===== src/rtl/seq_detect_pkg.sv =====
// Shared types and helpers for the programmable Moore sequence detector.
package seq_detect_pkg;

  typedef enum logic [1:0] {
    IDLE = 2'd0,
    RUN  = 2'd1,
    HIT  = 2'd2
  } state_e;

  function automatic int unsigned len_width(input int unsigned max_len);
    return $clog2(max_len + 1);
  endfunction

endpackage


===== src/rtl/seq_match_cmp.sv =====
// Masked comparator: history and pattern are compared on their low len bits only.
module seq_match_cmp
  import seq_detect_pkg::*;
#(
  parameter int unsigned MAX_LEN = 8,
  localparam int unsigned LEN_W  = len_width(MAX_LEN)
) (
  input  logic [MAX_LEN-1:0] history_i,
  input  logic [MAX_LEN-1:0] pattern_i,
  input  logic [LEN_W-1:0]   len_i,
  output logic               eq_o
);

  logic [MAX_LEN-1:0] mask;

  always_comb begin
    mask = '0;
    for (int unsigned i = 0; i < MAX_LEN; i++) begin
      if (LEN_W'(i) < len_i) mask[i] = 1'b1;
    end
    eq_o = ((history_i ^ pattern_i) & mask) == '0;
  end

endmodule


===== src/rtl/seq_detect_moore.sv =====
// Programmable Moore serial sequence detector with saturating hit counter.
// Optional sticky_hit output is built when SEQ_DETECT_MOORE_STICKY_EN is defined.
module seq_detect_moore
  import seq_detect_pkg::*;
#(
  parameter int unsigned MAX_LEN = 8,
  parameter int unsigned CNT_W   = 8,
  localparam int unsigned LEN_W  = len_width(MAX_LEN)
) (
  input  logic               clock,
  input  logic               reset_n,
  input  logic               code,
  input  logic               code_valid,
  input  logic               cfg_load,
  input  logic [MAX_LEN-1:0] cfg_pattern,
  input  logic [LEN_W-1:0]   cfg_len,
  input  logic               cfg_overlap,
  output logic               y,
  output logic               armed,
  output logic               cfg_err,
  output logic [CNT_W-1:0]   match_count
`ifdef SEQ_DETECT_MOORE_STICKY_EN
  ,
  output logic               sticky_hit
`endif
);

  state_e             state_q, state_d;
  logic [MAX_LEN-1:0] hist_q, hist_d, hist_shift;
  logic [LEN_W-1:0]   fill_q, fill_d, fill_sat;
  logic [MAX_LEN-1:0] pat_q, pat_d;
  logic [LEN_W-1:0]   len_q, len_d;
  logic               ovl_q, ovl_d;
  logic [CNT_W-1:0]   cnt_q, cnt_d;
  logic               err_d;
  logic               y_q, armed_q, err_q;
  logic [LEN_W:0]     fill_inc;
  logic               len_legal, pat_eq, hit;

  assign hist_shift = {hist_q[MAX_LEN-2:0], code};
  assign fill_inc   = {1'b0, fill_q} + 1'b1;
  assign fill_sat   = (fill_inc > {1'b0, len_q}) ? len_q : fill_inc[LEN_W-1:0];
  assign len_legal  = (cfg_len != '0) && (cfg_len <= LEN_W'(MAX_LEN));

  seq_match_cmp #(
    .MAX_LEN(MAX_LEN)
  ) u_cmp (
    .history_i(hist_shift),
    .pattern_i(pat_q),
    .len_i    (len_q),
    .eq_o     (pat_eq)
  );

  assign hit = (fill_inc >= {1'b0, len_q}) && pat_eq;

  // Load has priority over data: a bit arriving with cfg_load is dropped.
  always_comb begin
    state_d = state_q;
    hist_d  = hist_q;
    fill_d  = fill_q;
    pat_d   = pat_q;
    len_d   = len_q;
    ovl_d   = ovl_q;
    cnt_d   = cnt_q;
    err_d   = 1'b0;
    if (cfg_load) begin
      cnt_d = '0;
      if (len_legal) begin
        pat_d   = cfg_pattern;
        len_d   = cfg_len;
        ovl_d   = cfg_overlap;
        hist_d  = '0;
        fill_d  = '0;
        state_d = RUN;
      end else begin
        state_d = IDLE;
        err_d   = 1'b1;
      end
    end else if (state_q != IDLE) begin
      state_d = RUN;
      if (code_valid) begin
        hist_d = hist_shift;
        fill_d = fill_sat;
        if (hit) begin
          state_d = HIT;
          if (cnt_q != '1) cnt_d = cnt_q + 1'b1;
          if (!ovl_q) fill_d = '0;
        end
      end
    end
  end

  always_ff @(posedge clock) begin
    if (!reset_n) begin
      state_q <= IDLE;
      hist_q  <= '0;
      fill_q  <= '0;
      pat_q   <= '0;
      len_q   <= '0;
      ovl_q   <= 1'b0;
      cnt_q   <= '0;
      y_q     <= 1'b0;
      armed_q <= 1'b0;
      err_q   <= 1'b0;
    end else begin
      state_q <= state_d;
      hist_q  <= hist_d;
      fill_q  <= fill_d;
      pat_q   <= pat_d;
      len_q   <= len_d;
      ovl_q   <= ovl_d;
      cnt_q   <= cnt_d;
      y_q     <= (state_d == HIT);
      armed_q <= (state_d != IDLE);
      err_q   <= err_d;
    end
  end

  assign y           = y_q;
  assign armed       = armed_q;
  assign cfg_err     = err_q;
  assign match_count = cnt_q;

`ifdef SEQ_DETECT_MOORE_STICKY_EN
  logic sticky_q;

  always_ff @(posedge clock) begin
    if (!reset_n) begin
      sticky_q <= 1'b0;
    end else if (cfg_load && len_legal) begin
      sticky_q <= 1'b0;
    end else if (state_d == HIT) begin
      sticky_q <= 1'b1;
    end
  end

  assign sticky_hit = sticky_q;
`endif

endmodule


===== config.mk =====
export PLATFORM = sky130hd
export DESIGN_NAME = seq_detect_moore
export DESIGN_NICKNAME = d
export VERILOG_FILES = /design/src/rtl/seq_detect_pkg.sv /design/src/rtl/seq_match_cmp.sv /design/src/rtl/seq_detect_moore.sv
export SDC_FILE = /design/constraint.sdc
export NUM_CORES = 1
export LEC_CHECK = 0
export CAP_MARGIN = 20
export CORE_AREA = 2 2 82 84
export DETAILED_ROUTE_END_ITERATION = 12
export DIE_AREA = 0 0 84 86
export HOLD_SLACK_MARGIN = 0.02
export SLEW_MARGIN = 20
export SYNTH_ARGS = -nofsm -noshare
export SYNTH_HDL_FRONTEND = slang
export SYNTH_SLANG_ARGS = --single-unit

===== constraint.sdc =====
create_clock -name clock -period 2.4 [get_ports clock]
set_clock_uncertainty 0.05 [all_clocks]
set_input_delay 0.48 -clock clock [delete_from_list [all_inputs] [get_ports clock]]
set_output_delay 0.48 -clock clock [all_outputs]
set_load 0.01 [all_outputs]

==> parameters.txt <==
Parameter                              Value

Global routing
  First-pass GRT wire length    7580 um
  Number of global-route vias before repair    1634
  Total congestion overflow    0
  Initial antenna violation count    0
  Tot GR Track Use    12.6%
  Maximum number of pins on one net before global-route repair    23

Floorplan
  Die Outline Area    0.00722 mm2
  Die height    86 um
  I/O pin cnt    29
  Number of placement rows    29
  Die width    84 um
  Starting density of the core    29.3%
  Floorplan Core Area    0.00628 mm2

Critical path
  Worst Setup End Kind    register
  CP Class    register to register
  Critical path, cell by cell    ha_4 -> xor2_4 -> ha_4 -> nand3_2 -> a21o_1 -> a311oi_4 -> buf_4 -> nand3_4 -> buf_6 -> o31ai_2 -> a21oi_1
  Largest fanout of any net on the critical path    6
  Element type at the critical path start    register
  Critical path arrival    2.62 ns
  Cell type with the highest occurrence count on the critical path    sky130_fd_sc_hd__ha_4
  Delay of the slowest critical-path stage    0.37 ns
  Data required time of the worst path    2.52 ns
  Worst-path cell with the longest stage delay    sky130_fd_sc_hd__dfxtp_4

STA
  Unrepaired setup endpoints after global routing    yes
  Worst max-slew margin expressed relative to the limit    57.2%
  Number of failing hold endpoints at the final stage    0
  PnR worst setup slack    -0.0998 ns
  Fin crit share    104%
  Actual transition at the worst max-transition pin    0.642 ns
  Worst slack on hold paths    0.430 ns
  Minimum clock period after layout    2.50 ns
  Max-slew violation count    0
  Count of final setup violators    11
  Achievable Freq    0.400 GHz

Clock network
  Clock buffer count from CTS    5
  Clock tree buffer depth    2
  Clock Sink Count    37
  H-tree levels    2
  Clock-pin slew reported for the worst setup and hold paths after clock tree synthesis    0.08 ns
  TritonCTS clock tree    built
  Cell chosen for the clock root    sky130_fd_sc_hd__clkbuf_8
  Clock latency on the worst-skew pair    0.29 ns

Min path
  Min-delay worst type    register to register

Logic synthesis
  Average cell area after synthesis    8.28 um2
  Yosys synthesis warning count    0
  Number of enable flip-flop cells after synthesis    0
  Dominant register cell in the synthesized netlist    sky130_fd_sc_hd__dfxtp_1
  Top area cells in the synthesized netlist    sky130_fd_sc_hd__dfxtp_1 (40%), sky130_fd_sc_hd__nand2_1 (8.8%), sky130_fd_sc_hd__a21boi_0 (8.2%)
  Synth area leader    sky130_fd_sc_hd__dfxtp_1
  Proportion of synthesized flip-flops having asynchronous set or reset    0%
  Number of unique standard cell types used by synthesis    33
  Leading cell type by number of instances after synthesis    sky130_fd_sc_hd__nand2_1
  Most common library cells after synthesis    sky130_fd_sc_hd__nand2_1 (43), sky130_fd_sc_hd__dfxtp_1 (37), sky130_fd_sc_hd__a21boi_0 (20)
  Proportion of netlist area held by the largest area contributor    40.3%
  Post-synthesis sequential element count    37
  Number of instances in the synthesized netlist    222
  Post-synth net total    246
  Netlist Area Pre-Place    0.00184 mm2
  Fraction of the yosys area taken by sequential cells    40.3%

Route
  Drc violations    0
  Post-route antenna net violation count    0
  Count of vias placed by the detailed router    1711
  Detailed Routing Iterations Pass 1    4
  Number of vias per cell    4.90
  DRC violation total after the first TritonRoute iteration    64
  Routed wire length    4520 um
  Wirelength per Cell    12.9 um

Final layout
  Fraction of the core area covered by cells at the end of the flow    42.1%
  Number of nets in the layout    295
  Antenna diode instance count    0
  Synth-to-Final Area Change    43.8%
  Share of final-layout standard cells stronger than drive strength 1    18.4%

Power
  Worst supply voltage drop on vdd    270 uV
  Areal power density over the cells    552 mW/mm2
  Overall Power    1.46 mW
  Pleak    0.940 nW

Outcome
  Violated checks    setup timing
  Run status    finished, violations left

Place
  RePlAce Congestion    0.850
  Port Buf Inserts    28
  Detailed-placement wirelength estimate    3010 um

Job
  Number of max-capacitance violations reported    0
==> flip-flops by register name (all words and copies together), names as in the netlist <==
register	count
pat_q	8
y	1
ovl_q	1
match_count	8
hist_q	7
state_q	2
fill_q	4
armed	1
len_q	4
cfg_err	1
==> cell families after synthesis <==
group	synth area share, %
flip-flops	40.3
AO/OA/AOI/OAI	22.0
AND/OR/NAND/NOR	22.9
XOR/XNOR	5.24
adder cells (fa/ha/maj)	4.08
multiplexers	1.63
buffers and inverters	3.88
==> routing by layer <==
metal  track usage (%)  routed length, um
met5                 0                  0
met4              3.08                 51
met3              2.69                155
met2              20.6               2150
met1              17.1               2150
==> power by group <==
part	total [mW]	switching, mW	internal [mW]
registers	0.635	0.00934	0.626
logic	0.254	0.124	0.130
clock network	0.569	0.231	0.338
total	1.46	0.365	1.09
==> metrics by stage <==
stage          std cells  cell area, um2  setup WS, ns  TNS, ns
2_1_floorplan        222            1840        0.0251        0
3_5_place_dp         334            2310        -0.270    -2.59
6_report             349            2640       -0.0998   -0.830
5_1_grt              349            2640        -0.189    -1.98
3_3_place_gp         334            2310        -0.200    -1.74
4_1_cts              346            2510        -0.113   -0.937
==> final cells by class <==
cell class	count	area [um2]
clock buffers	6	82.6
inverters	6	22.5
well taps	77	96.3
clock inverters	2	37.5
repair buffers	51	489
fillers	646	3630
multi-input cells	170	1160
flip-flops and latches	37	752
==> path summary, 6_finish.rpt <==
path	startpoint	endpoint	slack [ns]	cells past startpoint
worst max-delay path	fill_q[0]$_SDFFE_PN0P_	match_count[3]$_SDFFE_PP0P_	-0.1	11
worst min-delay path	pat_q[0]$_SDFFE_PN0P_	pat_q[0]$_SDFFE_PN0P_	0.43	2
worst max register to register	fill_q[0]$_SDFFE_PN0P_	match_count[3]$_SDFFE_PP0P_	-0.1	11
worst min register to register	pat_q[0]$_SDFFE_PN0P_	pat_q[0]$_SDFFE_PN0P_	0.43	2
==> repair_timing <==
action | 4_1_cts | 5_1_grt
cloned | 1 | 0
buffers inserted | 3 | 3
setup endpoints to repair | 13 | 12
hold buffers | 0 | 0
pin swaps | 14 | 13
resized for setup | 15 | 16
==> critical path, delay by kind of cell (launching register included) <==
kind,cells,cell delay (ns)
flops,1,0.37
compound gates,4,0.81
buf+inv,2,0.37
simple gates,2,0.16
xor+xnor,1,0.16
fa+ha+maj,2,0.47
==> cell usage in the layout (no fill, tap or decap), types with 2 or more instances in the layout <==
cell type                         count
sky130_fd_sc_hd__xnor2_1              9
sky130_fd_sc_hd__inv_1                6
sky130_fd_sc_hd__and3_1               6
sky130_fd_sc_hd__ha_4                 2
sky130_fd_sc_hd__mux2i_1              3
sky130_fd_sc_hd__a21boi_0            20
sky130_fd_sc_hd__buf_4               18
sky130_fd_sc_hd__clkbuf_8             6
sky130_fd_sc_hd__a21oi_1             10
sky130_fd_sc_hd__buf_12               2
sky130_fd_sc_hd__o22ai_1              2
sky130_fd_sc_hd__a31oi_1              2
sky130_fd_sc_hd__clkdlybuf4s50_1     28
sky130_fd_sc_hd__nand3_1             15
sky130_fd_sc_hd__buf_6                3
sky130_fd_sc_hd__nor3_1               2
sky130_fd_sc_hd__a21o_1               2
sky130_fd_sc_hd__nor2_1               9
sky130_fd_sc_hd__dfxtp_4              3
sky130_fd_sc_hd__dfxtp_1             34
sky130_fd_sc_hd__or4_1                6
sky130_fd_sc_hd__and2_1               2
sky130_fd_sc_hd__o31ai_1              3
sky130_fd_sc_hd__o21a_1               2
sky130_fd_sc_hd__o21ai_0              6
sky130_fd_sc_hd__ha_1                 4
sky130_fd_sc_hd__nand3_4              3
sky130_fd_sc_hd__o31ai_2              3
sky130_fd_sc_hd__o21ai_1              3
sky130_fd_sc_hd__nand2_1             43
Note: power is estimated with default switching activity, not from simulation.
